## src/rtl/iis_tx_fifo.sv

```systemverilog
// Transmit FIFO for an I2S serializer: stores 32-bit stereo frames written over APB
// and hands them out as alternating left/right 16-bit words on serializer request.
module iis_tx_fifo #(
  parameter int DEPTH  = 16,
  parameter int AW     = 4,
  parameter int THRESH = 4
) (
  input  logic          clk,
  input  logic          rstn,
  input  logic          en,
  input  logic          clr,
  input  logic          wr_valid,
  input  logic [31:0]   wr_data,
  output logic          wr_ready,
  input  logic          rd_req,
  output logic [15:0]   rd_data,
  output logic          rd_ws,
  output logic          rd_valid,
  output logic [AW:0]   level,
  output logic          full,
  output logic          empty,
  output logic          almost_empty,
  output logic          ovf,
  output logic          udf,
  input  logic          clr_flags
);

  localparam logic [AW:0] DEPTH_L  = (AW+1)'(DEPTH);
  localparam logic [AW:0] THRESH_L = (AW+1)'(THRESH);
  localparam logic [AW:0] ONE_L    = (AW+1)'(1);

  typedef enum logic {
    LEFT_NEXT  = 1'b0,
    RIGHT_NEXT = 1'b1
  } half_e;

  logic [31:0]   mem_r [DEPTH];
  logic [AW-1:0] wr_ptr_r;
  logic [AW-1:0] rd_ptr_r;
  logic [AW:0]   level_r;
  logic [15:0]   hold_r;
  half_e         half_r;
  logic [15:0]   rd_data_r;
  logic          rd_ws_r;
  logic          rd_valid_r;
  logic          ovf_r;
  logic          udf_r;

  logic          full_s;
  logic          empty_s;
  logic          rd_take_s;
  logic          left_take_s;
  logic          push_s;
  logic          pop_s;
  logic          ovf_evt_s;
  logic          udf_evt_s;
  logic [31:0]   head_s;

  // Decode status and the per-cycle push/pop/error events; clr suppresses all of them.
  always_comb begin
    full_s      = (level_r == DEPTH_L);
    empty_s     = (level_r == {(AW+1){1'b0}});
    head_s      = mem_r[rd_ptr_r];
    rd_take_s   = rd_req & en & ~clr;
    left_take_s = rd_take_s & (half_r == LEFT_NEXT);
    push_s      = wr_valid & ~full_s & ~clr;
    pop_s       = left_take_s & ~empty_s;
    ovf_evt_s   = wr_valid & full_s & ~clr;
    udf_evt_s   = left_take_s & empty_s;
  end

  // Frame storage; contents are never cleared because pointers gate visibility.
  always_ff @(posedge clk) begin
    if (push_s) begin
      mem_r[wr_ptr_r] <= wr_data;
    end
  end

  // Pointers and occupancy; pointers wrap naturally since DEPTH is a power of two.
  always_ff @(posedge clk or negedge rstn) begin
    if (!rstn) begin
      wr_ptr_r <= {AW{1'b0}};
      rd_ptr_r <= {AW{1'b0}};
      level_r  <= {(AW+1){1'b0}};
    end else if (clr) begin
      wr_ptr_r <= {AW{1'b0}};
      rd_ptr_r <= {AW{1'b0}};
      level_r  <= {(AW+1){1'b0}};
    end else begin
      if (push_s) begin
        wr_ptr_r <= wr_ptr_r + {{(AW-1){1'b0}}, 1'b1};
      end
      if (pop_s) begin
        rd_ptr_r <= rd_ptr_r + {{(AW-1){1'b0}}, 1'b1};
      end
      case ({push_s, pop_s})
        2'b10:   level_r <= level_r + ONE_L;
        2'b01:   level_r <= level_r - ONE_L;
        default: level_r <= level_r;
      endcase
    end
  end

  // Half-select FSM with registered serializer outputs.
  always_ff @(posedge clk or negedge rstn) begin
    if (!rstn) begin
      half_r     <= LEFT_NEXT;
      hold_r     <= 16'h0000;
      rd_data_r  <= 16'h0000;
      rd_ws_r    <= 1'b0;
      rd_valid_r <= 1'b0;
    end else if (clr) begin
      half_r     <= LEFT_NEXT;
      hold_r     <= 16'h0000;
      rd_data_r  <= 16'h0000;
      rd_ws_r    <= 1'b0;
      rd_valid_r <= 1'b0;
    end else begin
      rd_valid_r <= rd_take_s;
      if (!en) begin
        half_r <= LEFT_NEXT;
      end else if (rd_take_s) begin
        case (half_r)
          LEFT_NEXT: begin
            // An empty FIFO yields a silent frame so the right half never comes from a later write.
            rd_data_r <= empty_s ? 16'h0000 : head_s[31:16];
            hold_r    <= empty_s ? 16'h0000 : head_s[15:0];
            rd_ws_r   <= 1'b1;
            half_r    <= RIGHT_NEXT;
          end
          RIGHT_NEXT: begin
            rd_data_r <= hold_r;
            rd_ws_r   <= 1'b0;
            half_r    <= LEFT_NEXT;
          end
          default: begin
            half_r <= LEFT_NEXT;
          end
        endcase
      end else begin
        half_r <= half_r;
      end
    end
  end

  // Sticky error flags; a clear request wins over a same-cycle set.
  always_ff @(posedge clk or negedge rstn) begin
    if (!rstn) begin
      ovf_r <= 1'b0;
      udf_r <= 1'b0;
    end else if (clr || clr_flags) begin
      ovf_r <= 1'b0;
      udf_r <= 1'b0;
    end else begin
      if (ovf_evt_s) begin
        ovf_r <= 1'b1;
      end
      if (udf_evt_s) begin
        udf_r <= 1'b1;
      end
    end
  end

  assign wr_ready     = ~full_s;
  assign full         = full_s;
  assign empty        = empty_s;
  assign almost_empty = (level_r <= THRESH_L);
  assign level        = level_r;
  assign rd_data      = rd_data_r;
  assign rd_ws        = rd_ws_r;
  assign rd_valid     = rd_valid_r;
  assign ovf          = ovf_r;
  assign udf          = udf_r;

endmodule

```

## config.mk

```make
export PLATFORM = sky130hd
export DESIGN_NAME = iis_tx_fifo
export DESIGN_NICKNAME = d
export VERILOG_FILES = /design/src/rtl/iis_tx_fifo.sv
export SDC_FILE = /design/constraint.sdc
export NUM_CORES = 1
export LEC_CHECK = 0
export BUFFER_PORTS_ARGS = -buffer_cell sky130_fd_sc_hd__buf_2
export CAP_MARGIN = 20
export CORE_ASPECT_RATIO = 0.6
export CORE_MARGIN = 2
export CORE_UTILIZATION = 45
export CTS_BUF_LIST = sky130_fd_sc_hd__clkbuf_16
export CTS_CLUSTER_DIAMETER = 150
export DETAILED_ROUTE_END_ITERATION = 8
export GPL_TIMING_DRIVEN = 0
export MAX_ROUTING_LAYER = met4
export PLACE_DENSITY_LB_ADDON = 0.12
export SYNTH_ARGS = -nofsm -noshare
export SYNTH_HDL_FRONTEND = slang
export SYNTH_SLANG_ARGS = --single-unit
export TNS_END_PERCENT = 100
```

## constraint.sdc

```tcl
create_clock -name clk -period 3.5 [get_ports clk]
set_input_delay 0.7 -clock clk [delete_from_list [all_inputs] [get_ports clk]]
set_output_delay 0.7 -clock clk [all_outputs]
set_load 0.01 [all_outputs]
```

==> reports/results.txt <==
Status = finished clean
Clock skew = 0.0144 ns
Antenna Cells = 0
Routed wl met2 = 22300 um
Clock-pin slew on the worst setup and hold paths = 0.06 ns
I/O Pins = 68
Die Ht = 174 um
Placed Cells = 1747
Class of the worst hold path = in2reg
Register area share after synthesis = 0.770
DP HPWL = 35900 um
Area delta synth->final = 15.3%
Synth async-reset ratio = 0.0890
Crit path max fanout = 20
FP Rows = 62
First-pass GRT wire length = 77300 um
Largest net degree at the start of global routing = 40
Post-synth EDFFs = 512
DIE WIDTH = 287 um
Static leakage = 8.18 nW
DRC viols = 0
Longest Clk Path Bufs = 3
Post-Synthesis Cells = 1023
Filler cell count in the final layout = 3761
Num CTS Buffers = 51
P_int = 10.8 mW
Die area = 49800 um2
Hold buffers post-CTS = 1
Fmax = 306 MHz
Wl on met1 = 25900 um
Final hold viol count = 0
Final #Nets = 1207
Comb power frac = 0.053
Fin area = 24900 um2
WL/cell = 29.4 um
WL met3 = 5190 um
Routability Congestion = 0.848
Post-Syn Nets = 1069
Drt first pass iters = 5
H-tree levels = 2
Setup crit start kind = flop
Initial DRC Count = 1536
Setup CP Type = reg2reg
Max_slew headroom = 0.255
Final Setup Violations = 0
CTS tree = yes
CTS root buf = clkbuf_16
Clock power share = 0.408
Grt ovf = 0
RSZ-0062 raised after global routing = false
Arr. time, crit path = 3.55 ns
Crit share post-route = 0.933
Worst EP required = 3.78 ns
Core region area = 47600 um2
Initial antenna violation count = 1
# clock sinks = 562
Worst slew pin tran = 1.12 ns
Pwr dens = 554 nW/um2
Setup bufs post-CTS = 0
Highest routing layer actually used = met4
Avg Synthesized Cell Area = 21.1 um2
CTS resizes = 0
Post-synthesis cell type count = 48
Starting Density = 0.454
Via count = 11000
Vias/cell = 5.94
Post-Syn Area = 21600 um2
Filler-free cell count of the finished design = 1843
Max_cap viols = 0
Port-buffer cells = 66
Max VDD drop = 0.427 mV
Final wirelength = 54200 um
Clock latency on the worst-skew pair = 0.59 ns
Switch share = 0.214
Share of layout cells above drive strength 1 = 0.278
Synth Flop Type = edfxtp_1
Sw power = 2.96 mW
Vias in the first global route = 10700
Post-DP Area = 23200 um2
Post-route ant nets = 0
Register bit total from synthesis = 562
Total GRT Usage = 0.228
Syn. warnings = 0
Register share of total power = 0.539
Final-report max-slew violation count = 0
Crit path capture type = flop
Final worst path period need = 3.27 ns
Min Hold Slack = 0.287 ns
layout by cell type, fill, tap and decap left out, types with 14 or more instances in the layout:
| cell | count |
|---|---|
| nor2_1 | 19 |
| a22oi_1 | 55 |
| nor2b_1 | 16 |
| clkbuf_16 | 52 |
| a21oi_1 | 32 |
| mux4_2 | 128 |
| clkbuf_1 | 31 |
| clkinv_1 | 16 |
| nand2_1 | 24 |
| edfxtp_1 | 512 |
| dfrtp_1 | 50 |
| buf_12 | 14 |
| buf_2 | 79 |
sequential cells by signal, summed over array words and instances, names as in the netlist:
signal and cells:
rd_valid 1, mem_r 512, level 5, rd_data 16
rd_ws 1, ovf 1, udf 1, hold_r 16
wr_ptr_r 4, half_r 1, rd_ptr_r 4
power groups by stage:
stage	registers, mW	logic [mW]	clock network (mW)
after floorplan	7.57	0.414	0
after global placement	7.58	0.700	0
after detailed placement	7.58	0.728	0
after CTS	7.43	0.731	5.73
after global routing	7.43	0.786	6.00
final	7.43	0.726	5.63
through the flow:
step                      total power, mW   util  setup slack (ns)  TNS, ns
after global routing                 14.2  0.523             0.107        0
after CTS                            13.9  0.523             0.280        0
after global placement               8.28  0.477             -2.22  -846.63
final                                13.8  0.523             0.235        0
after floorplan                      7.99      -             0.277        0
after detailed placement             8.31  0.488             0.162        0
final timing paths:
check	from	end	slack (ns)	depth (start not counted)
setup / recovery	level[2]	mem_r[14][1]	0.23	7
hold / removal	clr_flags	udf	0.29	2
setup reg to reg	level[2]	mem_r[14][1]	0.23	7
hold reg to reg	hold_r[15]	hold_r[15]	0.47	2
max in group asynchronous	rstn	hold_r[1]	2.43	3
min in group asynchronous	rstn	level[4]	0.54	2
kinds of logic (layout without fill, tap and decap cells):
logic type,Yosys count,count (layout),synth area share
multiplexers,128,128,0.133
flip-flops,562,562,0.770
XOR/XNOR,8,8,0.00324
buffers and inverters,66,246,0.0148
AO/OA/AOI/OAI,153,153,0.0518
adder cells (fa/ha/maj),7,7,0.00405
AND/OR/NAND/NOR,99,99,0.0231
metal layers:
| layer | vias up | GRT usage |
|---|---|---|
| met4 | 0 | 0.0404 |
| li1 | 4560 | - |
| met2 | 518 | 0.295 |
| met1 | 5802 | 0.371 |
| met5 | - | - |
| met3 | 76 | 0.0474 |
layout make-up:
| class | instances | area, um2 | area share |
|---|---|---|---|
| Clock buffer | 52 | 1300 | 0.0523 |
| Tap cell | 640 | 801 | 0.0322 |
| Buffer | 62 | 305 | 0.0123 |
| Clock inverter | 43 | 370 | 0.0149 |
| Multi-Input combinational cell | 395 | 4750 | 0.191 |
| Timing Repair Buffer | 85 | 731 | 0.0293 |
| Inverter | 4 | 15.0 | 0.000603 |
| Sequential cell | 562 | 16600 | 0.668 |
worst max-delay path, cell delays in order, from the launching register on:
cell	delay [ns]
dfrtp_1	0.42
buf_2	0.27
nor4_2	0.11
a21boi_2	0.41
clkbuf_1	0.38
nand2_1	0.30
nor2_4	0.79
buf_16	0.24
cell usage after synthesis, types with 2 or more instances:
| master | count | area, um2 |
|---|---|---|
| edfxtp_1 | 512 | 15400 |
| mux4_2 | 128 | 2880 |
| a22oi_1 | 55 | 413 |
| dfrtp_1 | 50 | 1250 |
| a21oi_1 | 32 | 160 |
| clkbuf_1 | 31 | 116 |
| nor2_1 | 31 | 116 |
| nand2_1 | 24 | 90.1 |
| nor2b_1 | 16 | 100 |
| a21o_1 | 13 | 97.6 |
| a221o_1 | 13 | 130 |
| a22o_1 | 13 | 114 |
| buf_2 | 13 | 65.1 |
| buf_1 | 8 | 30.0 |
| o21ai_1 | 8 | 40.0 |
| ha_1 | 7 | 87.6 |
| nor3_1 | 6 | 30.0 |
| and3_1 | 5 | 31.3 |
| buf_4 | 5 | 37.5 |
| buf_6 | 5 | 56.3 |
| xor2_1 | 5 | 43.8 |
| inv_1 | 4 | 15.0 |
| o211ai_1 | 3 | 22.5 |
| o21ai_0 | 3 | 15.0 |
| xnor2_1 | 3 | 26.3 |
| a311oi_1 | 2 | 17.5 |
| and2_1 | 2 | 12.5 |
| nand3_1 | 2 | 10.0 |
| nand3b_1 | 2 | 15.0 |
| nand4_1 | 2 | 12.5 |
| nor3b_1 | 2 | 15.0 |
| o31ai_2 | 2 | 25.0 |
Note: power is estimated with default switching activity, not from simulation.
